===== src/rtl/imem_arbiter.sv =====
// Arbitrates one single-port synchronous instruction memory between a fetch port
// (reads) and a loader port (writes), with a loader lock mode and a fetch-streak limit.
module imem_arbiter #(
  parameter int ADDRESS_WIDTH    = 32,
  parameter int DATA_WIDTH       = 32,
  parameter int MEM_SIZE         = 512,
  parameter int MAX_FETCH_STREAK = 4
) (
  input  logic                        clk,
  input  logic                        rst,
  input  logic                        f_req_valid,
  input  logic [ADDRESS_WIDTH-1:0]    f_req_addr,
  output logic                        f_req_ready,
  input  logic                        f_flush,
  output logic                        f_rsp_valid,
  output logic [DATA_WIDTH-1:0]       f_rsp_instr,
  input  logic                        l_lock,
  input  logic                        l_req_valid,
  input  logic [ADDRESS_WIDTH-1:0]    l_req_addr,
  input  logic [DATA_WIDTH-1:0]       l_req_wdata,
  output logic                        l_req_ready,
  output logic                        lock_active,
  output logic                        mem_en,
  output logic                        mem_we,
  output logic [$clog2(MEM_SIZE)-1:0] mem_addr,
  output logic [DATA_WIDTH-1:0]       mem_wdata,
  input  logic [DATA_WIDTH-1:0]       mem_rdata
);

  localparam int IDX_W    = ADDRESS_WIDTH - 2;
  localparam int MEM_AW   = $clog2(MEM_SIZE);
  localparam int STREAK_W = $clog2(MAX_FETCH_STREAK + 1);
  localparam logic [DATA_WIDTH-1:0] NOP_INSTR = DATA_WIDTH'(32'h0000_0013);

  typedef enum logic [0:0] {
    NORMAL = 1'b0,
    LOCKED = 1'b1
  } state_t;

  state_t               state, state_next;
  logic [STREAK_W-1:0]  streak;
  logic                 rsp_pending;
  logic                 rsp_oor;
  logic                 f_grant, l_grant;
  logic                 streak_full;
  logic [IDX_W-1:0]     f_idx, l_idx;
  logic                 f_in_range, l_in_range;
  logic                 unused_addr_bits;

  assign f_idx            = f_req_addr[ADDRESS_WIDTH-1:2];
  assign l_idx            = l_req_addr[ADDRESS_WIDTH-1:2];
  assign unused_addr_bits = ^{f_req_addr[1:0], l_req_addr[1:0]};
  assign f_in_range       = 64'(f_idx) < 64'(MEM_SIZE);
  assign l_in_range       = 64'(l_idx) < 64'(MEM_SIZE);
  assign streak_full      = (streak == STREAK_W'(MAX_FETCH_STREAK));

  // Grant selection and lock transitions; nothing is granted while reset is held.
  // Lock is only taken on a cycle that launches no fetch, so LOCKED never owes a response.
  always_comb begin
    state_next = state;
    f_grant    = 1'b0;
    l_grant    = 1'b0;
    if (!rst) begin
      case (state)
        NORMAL: begin
          f_grant = f_req_valid && !(l_req_valid && streak_full);
          l_grant = l_req_valid && !f_grant;
          if (l_lock && !f_grant)
            state_next = LOCKED;
        end
        LOCKED: begin
          l_grant = l_req_valid;
          if (!l_lock)
            state_next = NORMAL;
        end
        default: state_next = NORMAL;
      endcase
    end
  end

  always_comb begin
    mem_en    = 1'b0;
    mem_we    = 1'b0;
    mem_addr  = MEM_AW'(f_idx);
    mem_wdata = l_req_wdata;
    if (l_grant) begin
      mem_en   = l_in_range;
      mem_we   = l_in_range;
      mem_addr = MEM_AW'(l_idx);
    end else if (f_grant) begin
      mem_en   = f_in_range;
    end
  end

  assign f_req_ready = f_grant;
  assign l_req_ready = l_grant;
  assign lock_active = (state == LOCKED);

  // Read data arrives straight from memory the cycle after the strobe; flush kills it.
  assign f_rsp_valid = rsp_pending && !f_flush;
  assign f_rsp_instr = !rsp_pending ? '0 : (rsp_oor ? NOP_INSTR : mem_rdata);

  always_ff @(posedge clk or posedge rst) begin
    if (rst) begin
      state       <= NORMAL;
      streak      <= '0;
      rsp_pending <= 1'b0;
      rsp_oor     <= 1'b0;
    end else begin
      state       <= state_next;
      rsp_pending <= f_grant;
      rsp_oor     <= f_grant && !f_in_range;
      if (l_grant || !l_req_valid)
        streak <= '0;
      else if (f_grant && !streak_full)
        streak <= streak + 1'b1;
    end
  end

endmodule


===== config.mk =====
export PLATFORM = sky130hd
export DESIGN_NAME = imem_arbiter
export DESIGN_NICKNAME = d
export VERILOG_FILES = /design/src/rtl/imem_arbiter.sv
export SDC_FILE = /design/constraint.sdc
export NUM_CORES = 1
export LEC_CHECK = 0
export CAP_MARGIN = 20
export CORE_AREA = 2 2 84 86
export CTS_BUF_LIST = sky130_fd_sc_hd__clkbuf_8
export CTS_CLUSTER_SIZE = 16
export DETAILED_ROUTE_END_ITERATION = 12
export DIE_AREA = 0 0 86 88
export GPL_ROUTABILITY_DRIVEN = 0
export GPL_TIMING_DRIVEN = 0
export PLACE_DENSITY = 0.69
export SLEW_MARGIN = 20
export SYNTH_ARGS = -nofsm -noshare
export SYNTH_HDL_FRONTEND = slang
export SYNTH_SLANG_ARGS = --single-unit
export TNS_END_PERCENT = 20

===== constraint.sdc =====
create_clock -name clk -period 1.65 [get_ports clk]
set_input_delay 0.165 -clock clk [delete_from_list [all_inputs] [get_ports clk]]
set_output_delay 0.165 -clock clk [all_outputs]
set_load 0.02 [all_outputs]

== After elaboration in Yosys (flattened, before gate mapping) ==
Cells that the tools add are included.

* Register bits: 6
* Output and inout port bits: 79
* Input port bits: 134
* Logic and storage cells: 39

* Bitwise operators: 1
* Eq/ne operators: 1
* Reductions and logical operators: 15
* Add/sub/neg operators: 1
* Magnitude comparators: 2
* Mux-type cells: 15

{| class="wikitable"
|+ Operator list
! kind !! count
|-
| 32-bit 2-to-1 mux || 2
|-
| 30-bit by 10-bit less-than comparator with 1-bit output (second input constant) || 2
|-
| 9-bit 2-to-1 mux || 1
|-
| 1-bit 2-to-1 mux || 8
|-
| 1-bit logical AND || 7
|-
| 1-bit logical NOT || 6
|-
| 3-bit 2-to-1 mux || 2
|-
| 1-bit one-hot mux with 2 select lines || 2
|-
| 3-bit by 1-bit adder with 3-bit output (second input constant) || 1
|-
| 3-bit == test (second input constant) || 1
|-
| 2-bit nonzero test || 1
|-
| 1-bit logical OR || 1
|-
| 1-bit inverter || 1
|}

== Depth between registers and ports, before layout ==
* Depth in word-level cells: 10
* Mapped depth: 6
* Depth with buffers taken out: 6

== Worst setup path before layout ==
OpenSTA, ideal clock, no wires.

* Kind: reg2out
* Start point: register streak[0]
* End point: output port mem_addr[0]
* Required time: 1485 ps
* Arrival time: 1499 ps
* Cell stages (with the launch flop): 7
* Slack: -14 ps
* Path buffers: 1
* Cell sequence: dfrtp_1 -> inv_1 -> ha_1 -> nand2_1 -> a21oi_1 -> buf_4 -> mux2_1

* Cells in the longest elaborated chain, start to end: 9

{| class="wikitable"
|+ Ends and longest elaborated chain
! element !! line !! text
|-
| start: declaration || 41 || <nowiki>logic [STREAK_W-1:0] streak;</nowiki>
|-
| start signal: assignment || 116 || <nowiki>streak <= streak + 1'b1;</nowiki>
|-
| 3-bit == test || 55 || <nowiki>assign streak_full = (streak == STREAK_W'(MAX_FETCH_STREAK));</nowiki>
|-
| 1-bit logical AND || 66 || <nowiki>f_grant = f_req_valid && !(l_req_valid && streak_full);</nowiki>
|-
| 1-bit logical NOT || 66 ||
|-
| 1-bit logical AND || 66 ||
|-
| 1-bit logical NOT || 67 || <nowiki>l_grant = l_req_valid && !f_grant;</nowiki>
|-
| 1-bit logical AND || 67 ||
|-
| 1-bit one-hot mux with 2 select lines || 64 || <nowiki>case (state)</nowiki>
|-
| 1-bit 2-to-1 mux || 63 || <nowiki>if (!rst) begin</nowiki>
|-
| named net l_req_ready || 21 || <nowiki>output logic l_req_ready,</nowiki>
|-
| 9-bit 2-to-1 mux || 86 || <nowiki>if (l_grant) begin</nowiki>
|-
| end: declaration || 25 || <nowiki>output logic [$clog2(MEM_SIZE)-1:0] mem_addr,</nowiki>
|}

The timed path passes the listed nets, and every way through them passes these cells.

== Worst setup path after layout ==
* Start point: register streak[1]
* End point: output port mem_addr[4]

* Cells in the longest elaborated chain, start to end: 9

{| class="wikitable"
|+ Ends and longest elaborated chain
! element !! line
|-
| 3-bit == test || 55
|-
| 1-bit logical AND || 66
|-
| 1-bit logical NOT || 66
|-
| 1-bit logical AND || 66
|-
| 1-bit logical NOT || 67
|-
| 1-bit logical AND || 67
|-
| 1-bit one-hot mux with 2 select lines || 64
|-
| 1-bit 2-to-1 mux || 63
|-
| 9-bit 2-to-1 mux || 86
|}

Every way passes these cells.

==> metrics.yaml <==
outcome: "complete, but fails checks"
violated_checks: "setup timing"
p_comb_frac: 0.653
first_global_vias: 1487
core_um2: 6640
power_frac_seq: 0.148
slew-limit-headroom: 0.739
dieWidth_um: 86
global_route_wire_length_before_repair_um: 6740
drt-pass1-iter-count: 4
post-route-worst-setup-slack_ns: -0.184
final.min_clock_period_ns: 1.83
internal_power_mw: 0.781
power_per_cell_area_nw_per_um2: 370
wl_per_cell_um: 12.6
vdd.ir_drop.worst_v: 0.000246
cp_cell_sequence: "inv_2, ha_4, nand2_4, a21oi_4, buf_6, mux2_4, buf_6"
rows: 30
hold_path_class: "primary input to async pin"
hold_slack_ns: 0.167
worst_setup_hold_path_clk_slew_ns: 0.04
postSynthRegisterBits: 6
yosysSeqAreaShare: 0.147
netlist_top_cells_area: "buf_4 (24%), and2_1 (18%), dfrtp_1 (15%), mux2_1 (10%), nor4_1 (3.7%)"
multiInputGateArea_um2: 687
r2r_slack_ns: 0.17
leakagePower_nw: 1.37
pin_count_of_the_biggest_net_entering_global_routing: 11
worstSetupEndpointType: "output pin"
ctsLongestPathBuffers: 2
timing.critical_path.buf_inv: 3
worst_r2r_path_depth: 6
timing.setup.critical_path_class: "flip-flop to output pin"
synth_edf_count: 0
clk-insertion-delay-late_ns: 0.23
h_tree_lvl_count: 1
area_of_the_die_um2: 7570
postSynthCellCount: 124
worstMarginPinSlew_ns: 0.392
synth_common_cells: "buf_4 (33), and2_1 (29), mux2_1 (9)"
cp_top_family: "flip-flops"
critical_path_arrival_ns: 1.67
num-nets-final: 449
timing.setup.tns_ns: -1.79
cts_tree: "built"
insertedDiodeCount: 0
io-pin-count: 213
dpl.hpwl_um: 4230
clock_skew_ns: 0.00332
clock_sinks: 6
power.share.clock: 0.200
grt_antenna_before_repair: 0
crit_path_frequent_cell: "buf_6"
synth_area_leader_cell: "buf_4"
critPathMaxStageDelay_ns: 0.38
post_synth_instance_area_um2: 1020
count_of_endpoints_failing_hold_in_the_final_timing_report: 0
dpl.cell_count: 380
cp.depth: 7
grt_remaining_overflow: 0
maxCapViolations: 0
timing_max_transition_violations_final: 0
ys.flop_type: "dfrtp_1"
fin_total_pwr_mw: 1.13
syn-mean-instance-area_um2: 8.21
synth.yosys.warnings: 0
viasPerCell: 3.94
critical-path-slowest-cell: "dfrtp_1"
power_switching_share: 0.306
placedInstanceArea_um2: 2880
ys_async_sr_fraction: 1.00
final-instance-count-excl-fill: 391
die_height_um: 88
synthesis.nets: 260
power_switching_mw: 0.344
clock.fmax_mhz: 545
sequential_cell_area_um2: 151
track_usage: 0.112
cp.required_ns: 1.48
final_cell_area_um2: 3040
initialDrtViolationCount: 10
numPortBuffers: 176
wl_final_um: 4920
synthToLayoutAreaGrowth_pct: 199
cts_inserted_buffers: 3
grt_setup_unrepaired: "yes"
clock-root-buffer: "clkbuf_8"
final_min_period_over_clock_period: 1.11
initial_utilization: 0.153
final_layout_size_suffix_gt1_frac: 0.334
synth_top_area_share: 0.243
most_frequent_cell_after_synthesis: "buf_4"
post_synth_num_cell_types: 28
crit_path_start_kind: "flip-flop"
drtAntennaViolNets: 0
cts-hold-fix-buffers: 0
num-fill-cells: 630
vias: 1540
setup_viol: 12
remaining_drc_errors: 0
max_fanout_on_critical_path: 5
## worst reg2reg max path: stages (launching register included)
cell,delay [ns]
dfrtp_1,0.36
inv_2,0.06
ha_4,0.16
buf_4,0.14
a311oi_4,0.42
buf_4,0.19
nor2_1,0.04
## metal layers
layer / part of all wire / GRT usage
met5: 0 / 0
met4: 0.0083 / 0.0418
met3: 0.14 / 0.0358
met2: 0.53 / 0.216
met1: 0.32 / 0.113
## kinds of logic after synthesis
logic type,Yosys count,share of synthesized area
muxes,11,0.119
DFF,6,0.147
AOI/OAI and AO/OA,9,0.0688
adders and majority gates,2,0.0246
and+or+nand+nor,57,0.373
buffers and inverters,39,0.267
## power by group through the flow
stage / clock network (mW) / registers [mW] / logic (mW)
2_1_floorplan: 0 / 0.167 / 0.268
3_3_place_gp: 0 / 0.166 / 0.698
3_5_place_dp: 0 / 0.166 / 0.703
4_1_cts: 0.231 / 0.166 / 0.740
5_1_grt: 0.234 / 0.168 / 0.777
6_report: 0.225 / 0.166 / 0.735
## metrics by stage
step / worst slack (ns) / util
floorplan: -0.0134 / -
detailed placement: -0.779 / 0.434
CTS: -0.192 / 0.456
finish: -0.184 / 0.458
global route: -0.246 / 0.458
global placement: -0.748 / 0.434
## path summary, 6_finish.rpt
check                              end   startpoint
setup reg to reg           lock_active    streak[1]
hold reg to reg            lock_active  lock_active
hold / removal               streak[2]          rst
min in group clk             streak[0]  l_req_valid
setup / recovery           mem_addr[4]    streak[1]
max in group asynchronous  rsp_pending          rst
## layout by cell type, fill, tap and decap left out, types with 4 or more instances in the layout
cell             Yosys  final
and2_1              29     29
buf_2                1     12
buf_4               33     40
buf_6                0     14
clkbuf_2             0      4
clkbuf_8             0      4
clkdlybuf4s15_1      0      5
clkdlybuf4s15_2      0      7
clkdlybuf4s50_1      0    129
dfrtp_1              6      5
dlygate4sd2_1        0      5
mux2_4               0      9
nor4_1               6      6
## registers in the layout, summed over array words and instances (netlist names)
signal,count
streak,3
lock_active,1
rsp_oor,1
rsp_pending,1
## repair_timing
action	4_1_cts	5_1_grt
pin swaps	2	4
gates resized for setup	180	20
endpoints found under the setup margin	42	42
buffers inserted	5	2
cloned	1	0
## final cells by class
| cell class | count | share of cell area |
|---|---|---|
| Tap cell | 80 | 0.0329 |
| Timing Repair Buffer | 184 | 0.583 |
| Inverter | 3 | 0.00370 |
| Sequential cell | 6 | 0.0497 |
| Buffer | 36 | 0.0912 |
| Clock buffer | 3 | 0.0136 |
| Multi-Input combinational cell | 79 | 0.226 |
No activity file was read; power rests on OpenSTA's default activity.
